==> src/rtl/itch_msg_dispatcher.sv <==
// ITCH front-end sequencer: decodes message headers, forwards a registered copy of
// each recognised message to the parsers with start/beat-index sideband, skips unknown ones.
module itch_msg_dispatcher #(
  parameter int unsigned MAX_BEATS = 8
) (
  input  logic        clk,
  input  logic        rst,
  input  logic [63:0] dataIn,
  input  logic        dataValid,
  output logic [63:0] dataOut,
  output logic        dataOutValid,
  output logic [1:0]  counter,
  output logic [5:0]  tracker,
  output logic        startAddOrder,
  output logic        startOrderExecuted,
  output logic        startOrderDelete,
  output logic        startTimeStamp,
  output logic        msgDone,
  output logic        unknownType,
  output logic        lengthError,
  output logic [15:0] msgCount
);

  typedef enum logic [1:0] {IDLE, BODY, SKIP} state_t;

  state_t      state_q, state_d;
  logic [5:0]  rem_q, rem_d;
  logic [5:0]  beat_q, beat_d;

  logic [63:0] dout_q, dout_d;
  logic        dov_q, dov_d;
  logic [1:0]  cnt_q, cnt_d;
  logic [5:0]  trk_q, trk_d;
  logic [3:0]  start_q, start_d;   // {T, D, E, A}
  logic        done_q, done_d;
  logic        unk_q, unk_d;
  logic        lerr_q, lerr_d;
  logic [15:0] mcnt_q, mcnt_d;

  // Header decode; the 17-bit intermediate keeps len=0xFFFF from wrapping to a small count
  logic [15:0] len;
  logic [7:0]  mtype;
  logic [16:0] beats;
  logic        len_bad, single, known;
  logic [3:0]  type_hit;

  assign len      = dataIn[63:48];
  assign mtype    = dataIn[47:40];
  assign beats    = ({1'b0, len} + 17'd7) >> 3;
  assign len_bad  = (len == 16'd0) || (beats > 17'(MAX_BEATS));
  assign single   = (beats == 17'd1);
  assign type_hit = {mtype == 8'h54, mtype == 8'h44, mtype == 8'h45, mtype == 8'h41};
  assign known    = |type_hit;

  always_ff @(posedge clk or posedge rst) begin
    if (rst) begin
      state_q <= IDLE;
      rem_q   <= '0;
      beat_q  <= '0;
    end else begin
      state_q <= state_d;
      rem_q   <= rem_d;
      beat_q  <= beat_d;
    end
  end

  always_comb begin
    state_d = state_q;
    rem_d   = rem_q;
    beat_d  = beat_q;
    if (dataValid) begin
      case (state_q)
        IDLE: if (!len_bad && !single) begin
          state_d = known ? BODY : SKIP;
          rem_d   = 6'(beats - 17'd1);
          beat_d  = 6'd1;
        end
        BODY: begin
          beat_d = beat_q + 6'd1;
          rem_d  = rem_q - 6'd1;
          if (rem_q == 6'd1) begin
            state_d = IDLE;
            beat_d  = '0;
          end
        end
        SKIP: begin
          rem_d = rem_q - 6'd1;
          if (rem_q == 6'd1) state_d = IDLE;
        end
        default: state_d = IDLE;
      endcase
    end
  end

  logic       emit;
  logic [5:0] idx;

  always_comb begin
    emit    = 1'b0;
    idx     = '0;
    dout_d  = dout_q;
    dov_d   = 1'b0;
    cnt_d   = cnt_q;
    trk_d   = trk_q;
    start_d = '0;
    done_d  = 1'b0;
    unk_d   = 1'b0;
    lerr_d  = 1'b0;
    mcnt_d  = mcnt_q;
    if (dataValid) begin
      case (state_q)
        IDLE: begin
          if (len_bad) lerr_d = 1'b1;
          else if (known) begin
            emit    = 1'b1;
            start_d = type_hit;
            done_d  = single;
          end else unk_d = 1'b1;
        end
        BODY: begin
          emit   = 1'b1;
          idx    = beat_q;
          done_d = (rem_q == 6'd1);
        end
        default: ;
      endcase
    end
    if (emit) begin
      dout_d = dataIn;
      dov_d  = 1'b1;
      trk_d  = idx;
      cnt_d  = (idx >= 6'd3) ? 2'd3 : idx[1:0];
    end
    if (done_d) mcnt_d = mcnt_q + 16'd1;
  end

  always_ff @(posedge clk or posedge rst) begin
    if (rst) begin
      dout_q  <= '0;
      dov_q   <= 1'b0;
      cnt_q   <= '0;
      trk_q   <= '0;
      start_q <= '0;
      done_q  <= 1'b0;
      unk_q   <= 1'b0;
      lerr_q  <= 1'b0;
      mcnt_q  <= '0;
    end else begin
      dout_q  <= dout_d;
      dov_q   <= dov_d;
      cnt_q   <= cnt_d;
      trk_q   <= trk_d;
      start_q <= start_d;
      done_q  <= done_d;
      unk_q   <= unk_d;
      lerr_q  <= lerr_d;
      mcnt_q  <= mcnt_d;
    end
  end

  assign dataOut            = dout_q;
  assign dataOutValid       = dov_q;
  assign counter            = cnt_q;
  assign tracker            = trk_q;
  assign startAddOrder      = start_q[0];
  assign startOrderExecuted = start_q[1];
  assign startOrderDelete   = start_q[2];
  assign startTimeStamp     = start_q[3];
  assign msgDone            = done_q;
  assign unknownType        = unk_q;
  assign lengthError        = lerr_q;
  assign msgCount           = mcnt_q;

endmodule
==> config.mk <==
export PLATFORM = sky130hd
export DESIGN_NAME = itch_msg_dispatcher
export DESIGN_NICKNAME = d
export VERILOG_FILES = /design/src/rtl/itch_msg_dispatcher.sv
export SDC_FILE = /design/constraint.sdc
export NUM_CORES = 1
export LEC_CHECK = 0
export BUFFER_PORTS_ARGS = -buffer_cell sky130_fd_sc_hd__buf_2
export CAP_MARGIN = 5
export CORE_UTILIZATION = 50
export DETAILED_ROUTE_END_ITERATION = 16
export HOLD_SLACK_MARGIN = 0.06
export PLACE_DENSITY = 0.76
export RECOVER_POWER = 100
export REMOVE_ABC_BUFFERS = 1
export SLEW_MARGIN = 10
export SYNTH_ARGS = -nofsm -noshare
export SYNTH_HDL_FRONTEND = slang
export SYNTH_SLANG_ARGS = --single-unit
==> constraint.sdc <==
create_clock -name clk -period 7.4 [get_ports clk]
set_input_delay 0.37 -clock clk [delete_from_list [all_inputs] [get_ports clk]]
set_output_delay 0.37 -clock clk [all_outputs]
set_load 0.02 [all_outputs]
# == Word-level counts from Yosys, hierarchy flattened ==
# Cells that the tools add are included.
# totals
regBits,110
input_bits,67
output_inout_bits,96
wordCells,74
# op_classes
n_addsub,5
magnitude_cmp,2
n_eq_ne,10
n_mux,32
reduce_logical,13
# ops
operator,n
"equality test 8 x 7 -> 1 bit, second input constant",4
2-to-1 mux 6 bit,5
one-hot mux 6 bit (2 select lines),2
"adder 16 x 3 -> 17 bit, second input constant",1
"adder 16 x 1 -> 16 bit, second input constant",1
logical NOT 16 bit,1
2-to-1 mux 4 bit,4
"equality test 14 x 1 -> 1 bit, second input constant",1
"greater-than comparator 14 x 4 -> 1 bit, second input constant",1
2-to-1 mux 1 bit,14
"subtractor 6 x 1 -> 6 bit, second input constant",2
AND reduction 3 bit,3
2-to-1 mux 2 bit,4
"adder 6 x 1 -> 6 bit, second input constant",1
"equality test 6 x 1 -> 1 bit, second input constant",1
">= comparator 6 x 2 -> 1 bit, second input constant",1
one-hot mux 1 bit (2 select lines),2
one-hot mux 2 bit (2 select lines),1
nonzero test 2 bit,2
OR reduction 4 bit,1
"equality test 2 x 1 -> 1 bit, second input constant",1
"equality test 2 bit, second input constant",1
logical NOT 1 bit,2
logical NOT 2 bit,1
5 further kinds,5

# == Longest topological paths before layout ==
# logic_depth
ltp_word,7
ltp_mapped,11
ltp_nobuf,9

# == Worst setup path before layout ==
# Ideal clock, no wire load.
# synth_timing
kind,input to register
from,input port dataIn[49]
to,register dout_q[10] (netlist: dataOut[10])
setup_time_ns,0.125
t_arrival_ns,2.586
t_required_ns,7.275
slack_ns,4.689
path_stages,9
n_path_buf,2
path_cell_list,o31ai_1 -> xnor2_1 -> ha_1 -> o311ai_2 -> a211oi_4 -> a21oi_2 -> buf_6 -> buf_6 -> mux2_4
# synth_via
elab_chain_len,6
word_cells_on_any_way,7
classes_between,add/sub (1); order compare (1); mux (3); reduce/logical (2)
# synth_rtl
element,line,text
start: declaration,8,"input logic [63:0] dataIn,"
adder 16 x 3 -> 17 bit,49,"assign beats = ({1'b0, len} + 17'd7) >> 3;"
greater-than comparator 14 x 4 -> 1 bit,50,assign len_bad = (len == 16'd0) || (beats > 17'(MAX_BEATS));
logical OR 1 bit *,50,
2-to-1 mux 1 bit *,113,if (len_bad) lerr_d = 1'b1;
one-hot mux 1 bit (2 select lines) *,111,case (state_q)
2-to-1 mux 1 bit *,110,if (dataValid) begin
end signal: assignment,149,dout_q <= dout_d;
end: declaration,30,"logic [63:0] dout_q, dout_d;"
# Mark *: on every way between the ends. The rest lies on a longest branch, timed or not.
# A chain may end at the register's enable or synchronous reset.

# == Worst setup path after layout ==
# layout_timing
from,input port dataIn[49]
to,register dout_q[39] (netlist: dataOut[39])
# Same word-level chain as after synthesis.

==> impl_metrics.env <==
export IMPL_min_path_cells=2
export IMPL_nets=627
export IMPL_place_area_um2=5920
export IMPL_p_clk_share_pct=28.4
export IMPL_dp_slack_ns=3.25
export IMPL_holdPathEnd="start_q[2]$_DFF_PP0_"
export IMPL_synthSimpleGateAreaFrac_pct=10.5
export IMPL_worst_path_max_delay_cell="a21oi_1"
export IMPL_drive_gt1_share_pct=20.3
export IMPL_synth_seq_cells=110
export IMPL_status="finished, violations left"
export IMPL_cts_num_sinks=110
export IMPL_clk_pin_slew_ns=0.09
export IMPL_synth_xor_area_share_pct=3.66
export IMPL_r2r_slack_ns=3.65
export IMPL_syn_area_per_cell_um2=12.8
export IMPL_reg2regPathDepth=7
export IMPL_maxSlewViolCount=61
export IMPL_ios=163
export IMPL_start_kind="input pin"
export IMPL_mostFrequentLayoutCells="dfrtp_1, clkbuf_1, buf_2, mux2_1, mux2_2"
export IMPL_crit_type="in2reg"
export IMPL_num_vias=3607
export IMPL_cpPeakStageDelay_ns=1.42
export IMPL_setup_viol=0
export IMPL_overflow=0
export IMPL_viasPerCell=5.23
export IMPL_rows=36
export IMPL_ys_warn_count=0
export IMPL_placedCellCount=673
export IMPL_hold_viol_final=0
export IMPL_power_frac_comb_pct=16.0
export IMPL_htreeDepth=3
export IMPL_dp_hpwl_um=7780
export IMPL_skew_ns=0.00942
export IMPL_grt_pass1_wl_um=16300
export IMPL_crit_fanout=55
export IMPL_syn_instance_count=392
export IMPL_drtIter0Drc=137
export IMPL_arrival_ns=5.05
export IMPL_p_sw_uw=329
export IMPL_post_cts_setup_buffer_count=0
export IMPL_r2r_end="dataOut[39]$_DFFE_PP0P_"
export IMPL_cp_end_kind="flop"
export IMPL_finalCriticalPeriod_ns=4.79
export IMPL_cp_cell_sequence="clkbuf_1, nor3_1, xnor2_1, inv_1, ha_1, o311ai_0, a211oi_1, a21oi_1, buf_4, mux2_2"
export IMPL_synth_compound_area_share_pct=8.38
export IMPL_ys_types=48
export IMPL_ant_nets=0
export IMPL_synth_edf_count=0
export IMPL_cts_buffers=9
export IMPL_wl_per_cell_um=15.3
export IMPL_min_from="dataIn[44]"
export IMPL_synth_fa_ha_area_share_pct=1.99
export IMPL_cts_root_buffer="clkbuf_8"
export IMPL_slew_headroom_pct=-16.0
export IMPL_p_leak_uw=0.00288
export IMPL_intPower_uw=827
export IMPL_syn_to_final_growth_pct=15.4
export IMPL_gp_congestion=0.873
export IMPL_swShare_pct=28.4
export IMPL_grt_max_degree=74
export IMPL_regToRegStartpoint="state_q[0]$_DFFE_PP0P_"
export IMPL_fp_dieH_um=102
export IMPL_period_share_pct=64.8
export IMPL_core_area_um2=9770
export IMPL_cts_tree="yes"
export IMPL_firstDrtPassIters=4
export IMPL_layout_cells_most_common="dfrtp_1"
export IMPL_grt_pass1_vias=3419
export IMPL_power_density_nw_per_um2=199
export IMPL_worst_pin_slew_ns=1.74
export IMPL_stdcell_count=690
export IMPL_rsz0062_at_grt="false"
export IMPL_fill_cells=884
export IMPL_synthesis_area_um2=5030
export IMPL_antenna_found_initial=0
export IMPL_crit_required_ns=7.65
export IMPL_dieArea_um2=10500
export IMPL_synthArstFlopShare_pct=100
export IMPL_maxCapViolations=2
export IMPL_synthFlopType="dfrtp_1"
export IMPL_cts_path_max_buffers=2
export IMPL_portBuffers=162
export IMPL_violations="max-capacitance violations, max-slew violations"
export IMPL_clock_latency_ns=0.37
export IMPL_fmax_ghz=0.209
export IMPL_grt_total_usage_pct=20.1
export IMPL_synth_top_family_by_area="multiplexers"
export IMPL_postLayoutSetupSlackWorst_ns=2.61
export IMPL_ir_drop_mv=0.141
export IMPL_final_area_um2=5810
export IMPL_drc=0
export IMPL_seqPwrFrac_pct=55.6
export IMPL_start_util_pct=51.5
export IMPL_diodes=0
export IMPL_tns_ns=0
export IMPL_totalWireLength_um=10600
export IMPL_min_path_type="in2reg"
export IMPL_yosysSeqAreaShare_pct=54.7
export IMPL_die_w_um=102
export IMPL_muxShareOfSynthArea_pct=17.5
state kept, by name, indices dropped and copies added, names as in the netlist:
| signal | cells |
|---|---|
| tracker | 6 |
| msgCount | 16 |
| rem_q | 6 |
| beat_q | 6 |
| dataOut | 64 |
| counter | 2 |
| start_q | 4 |
| msgDone | 1 |
| unknownType | 1 |
| state_q | 2 |
| lengthError | 1 |
| dataOutValid | 1 |
cell usage after synthesis (2+ instances only):
cell / n / area, um2
a211oi_1: 2 / 15.0
a21o_1: 2 / 15.0
a21oi_1: 5 / 25.0
a221o_1: 2 / 20.0
a22o_1: 7 / 61.3
and2_1: 3 / 18.8
and3_1: 10 / 62.6
buf_2: 3 / 15.0
buf_6: 7 / 78.8
clkbuf_1: 5 / 18.8
dfrtp_1: 110 / 2750
ha_1: 8 / 100
inv_1: 12 / 45.0
mux2_2: 28 / 315
mux2_4: 37 / 556
nand2_1: 21 / 78.8
nand2b_1: 6 / 37.5
nand3_1: 15 / 75.1
nand4_1: 6 / 37.5
nor2_1: 20 / 75.1
nor3_1: 9 / 45.0
nor3b_1: 4 / 30.0
nor4_1: 2 / 12.5
o211ai_1: 2 / 15.0
o21ai_0: 16 / 80.1
o311ai_2: 2 / 32.5
o31ai_1: 8 / 60.1
xnor2_1: 20 / 175
metrics by stage:
stage / utilization (%) / hold WS, ns / power (uW)
final: 59.4 / 0.190 / 1160
after global routing: 59.4 / 0.185 / 1210
after CTS: 62.4 / 0.165 / 1170
after detailed placement: 60.5 / 0.412 / 840
after global placement: 60.5 / 0.409 / 831
after floorplan: - / 0.440 / 779
worst max path at each step:
stage                     from                 endpoint  slack (ns)
CTS                 dataIn[49]  dataOut[39]$_DFFE_PP0P_        3.70
global placement    dataIn[49]  dataOut[40]$_DFFE_PP0P_        3.49
finish              dataIn[49]  dataOut[39]$_DFFE_PP0P_        2.61
detailed placement  dataIn[49]  dataOut[39]$_DFFE_PP0P_        3.25
global route        dataIn[49]  dataOut[11]$_DFFE_PP0P_        2.10
floorplan           dataIn[49]  dataOut[37]$_DFFE_PP0P_        2.49
layer usage:
metal | global-route usage [%] | vias up | wire [um]
met5 | 0 | - | 0
met4 | 6.70 | 0 | 108
met3 | 5.27 | 13 | 674
met2 | 32.9 | 120 | 5150
met1 | 26.1 | 1753 | 4660
li1 | - | 1721 | -
repair_timing:
item / CTS / global route
resized for setup: 0 / 0
hold buffers: 1 / 0
hold endpoints to repair: 37 / 0
cell families (layout without fill, tap and decap cells):
kind of cell,Yosys count,count (layout)
buf+inv,28,193
simple gates,103,103
compound gates,56,56
fa+ha+maj,8,8
xor+xnor,21,21
flops,110,110
mux,66,66
layout make-up:
type | instances | area, um2 | area share [%]
flip-flops and latches | 110 | 2750 | 47.4
multi-input cells | 254 | 1950 | 33.6
repair buffers | 165 | 714 | 12.3
well taps | 133 | 166 | 2.87
clock buffers | 11 | 141 | 2.44
inverters | 12 | 46.3 | 0.797
clock inverters | 5 | 33.8 | 0.582
critical path, delay by kind of cell:
family	cells	cell delay [ns]
muxes	1	0.42
and+or+nand+nor	1	0.41
xor gates and xnor gates	1	0.21
adders and majority gates	1	0.26
buffers and inverters	3	0.96
AOI/OAI and AO/OA	3	2.40
power by group through the flow:
| stage | clock network (uW) | logic (uW) | registers, uW |
|---|---|---|---|
| after floorplan | 0 | 129 | 650 |
| after global placement | 0 | 179 | 651 |
| after detailed placement | 0 | 187 | 653 |
| after CTS | 341 | 188 | 641 |
| after global routing | 361 | 206 | 645 |
| final | 328 | 185 | 643 |
Power figures use the tool's default switching activity.
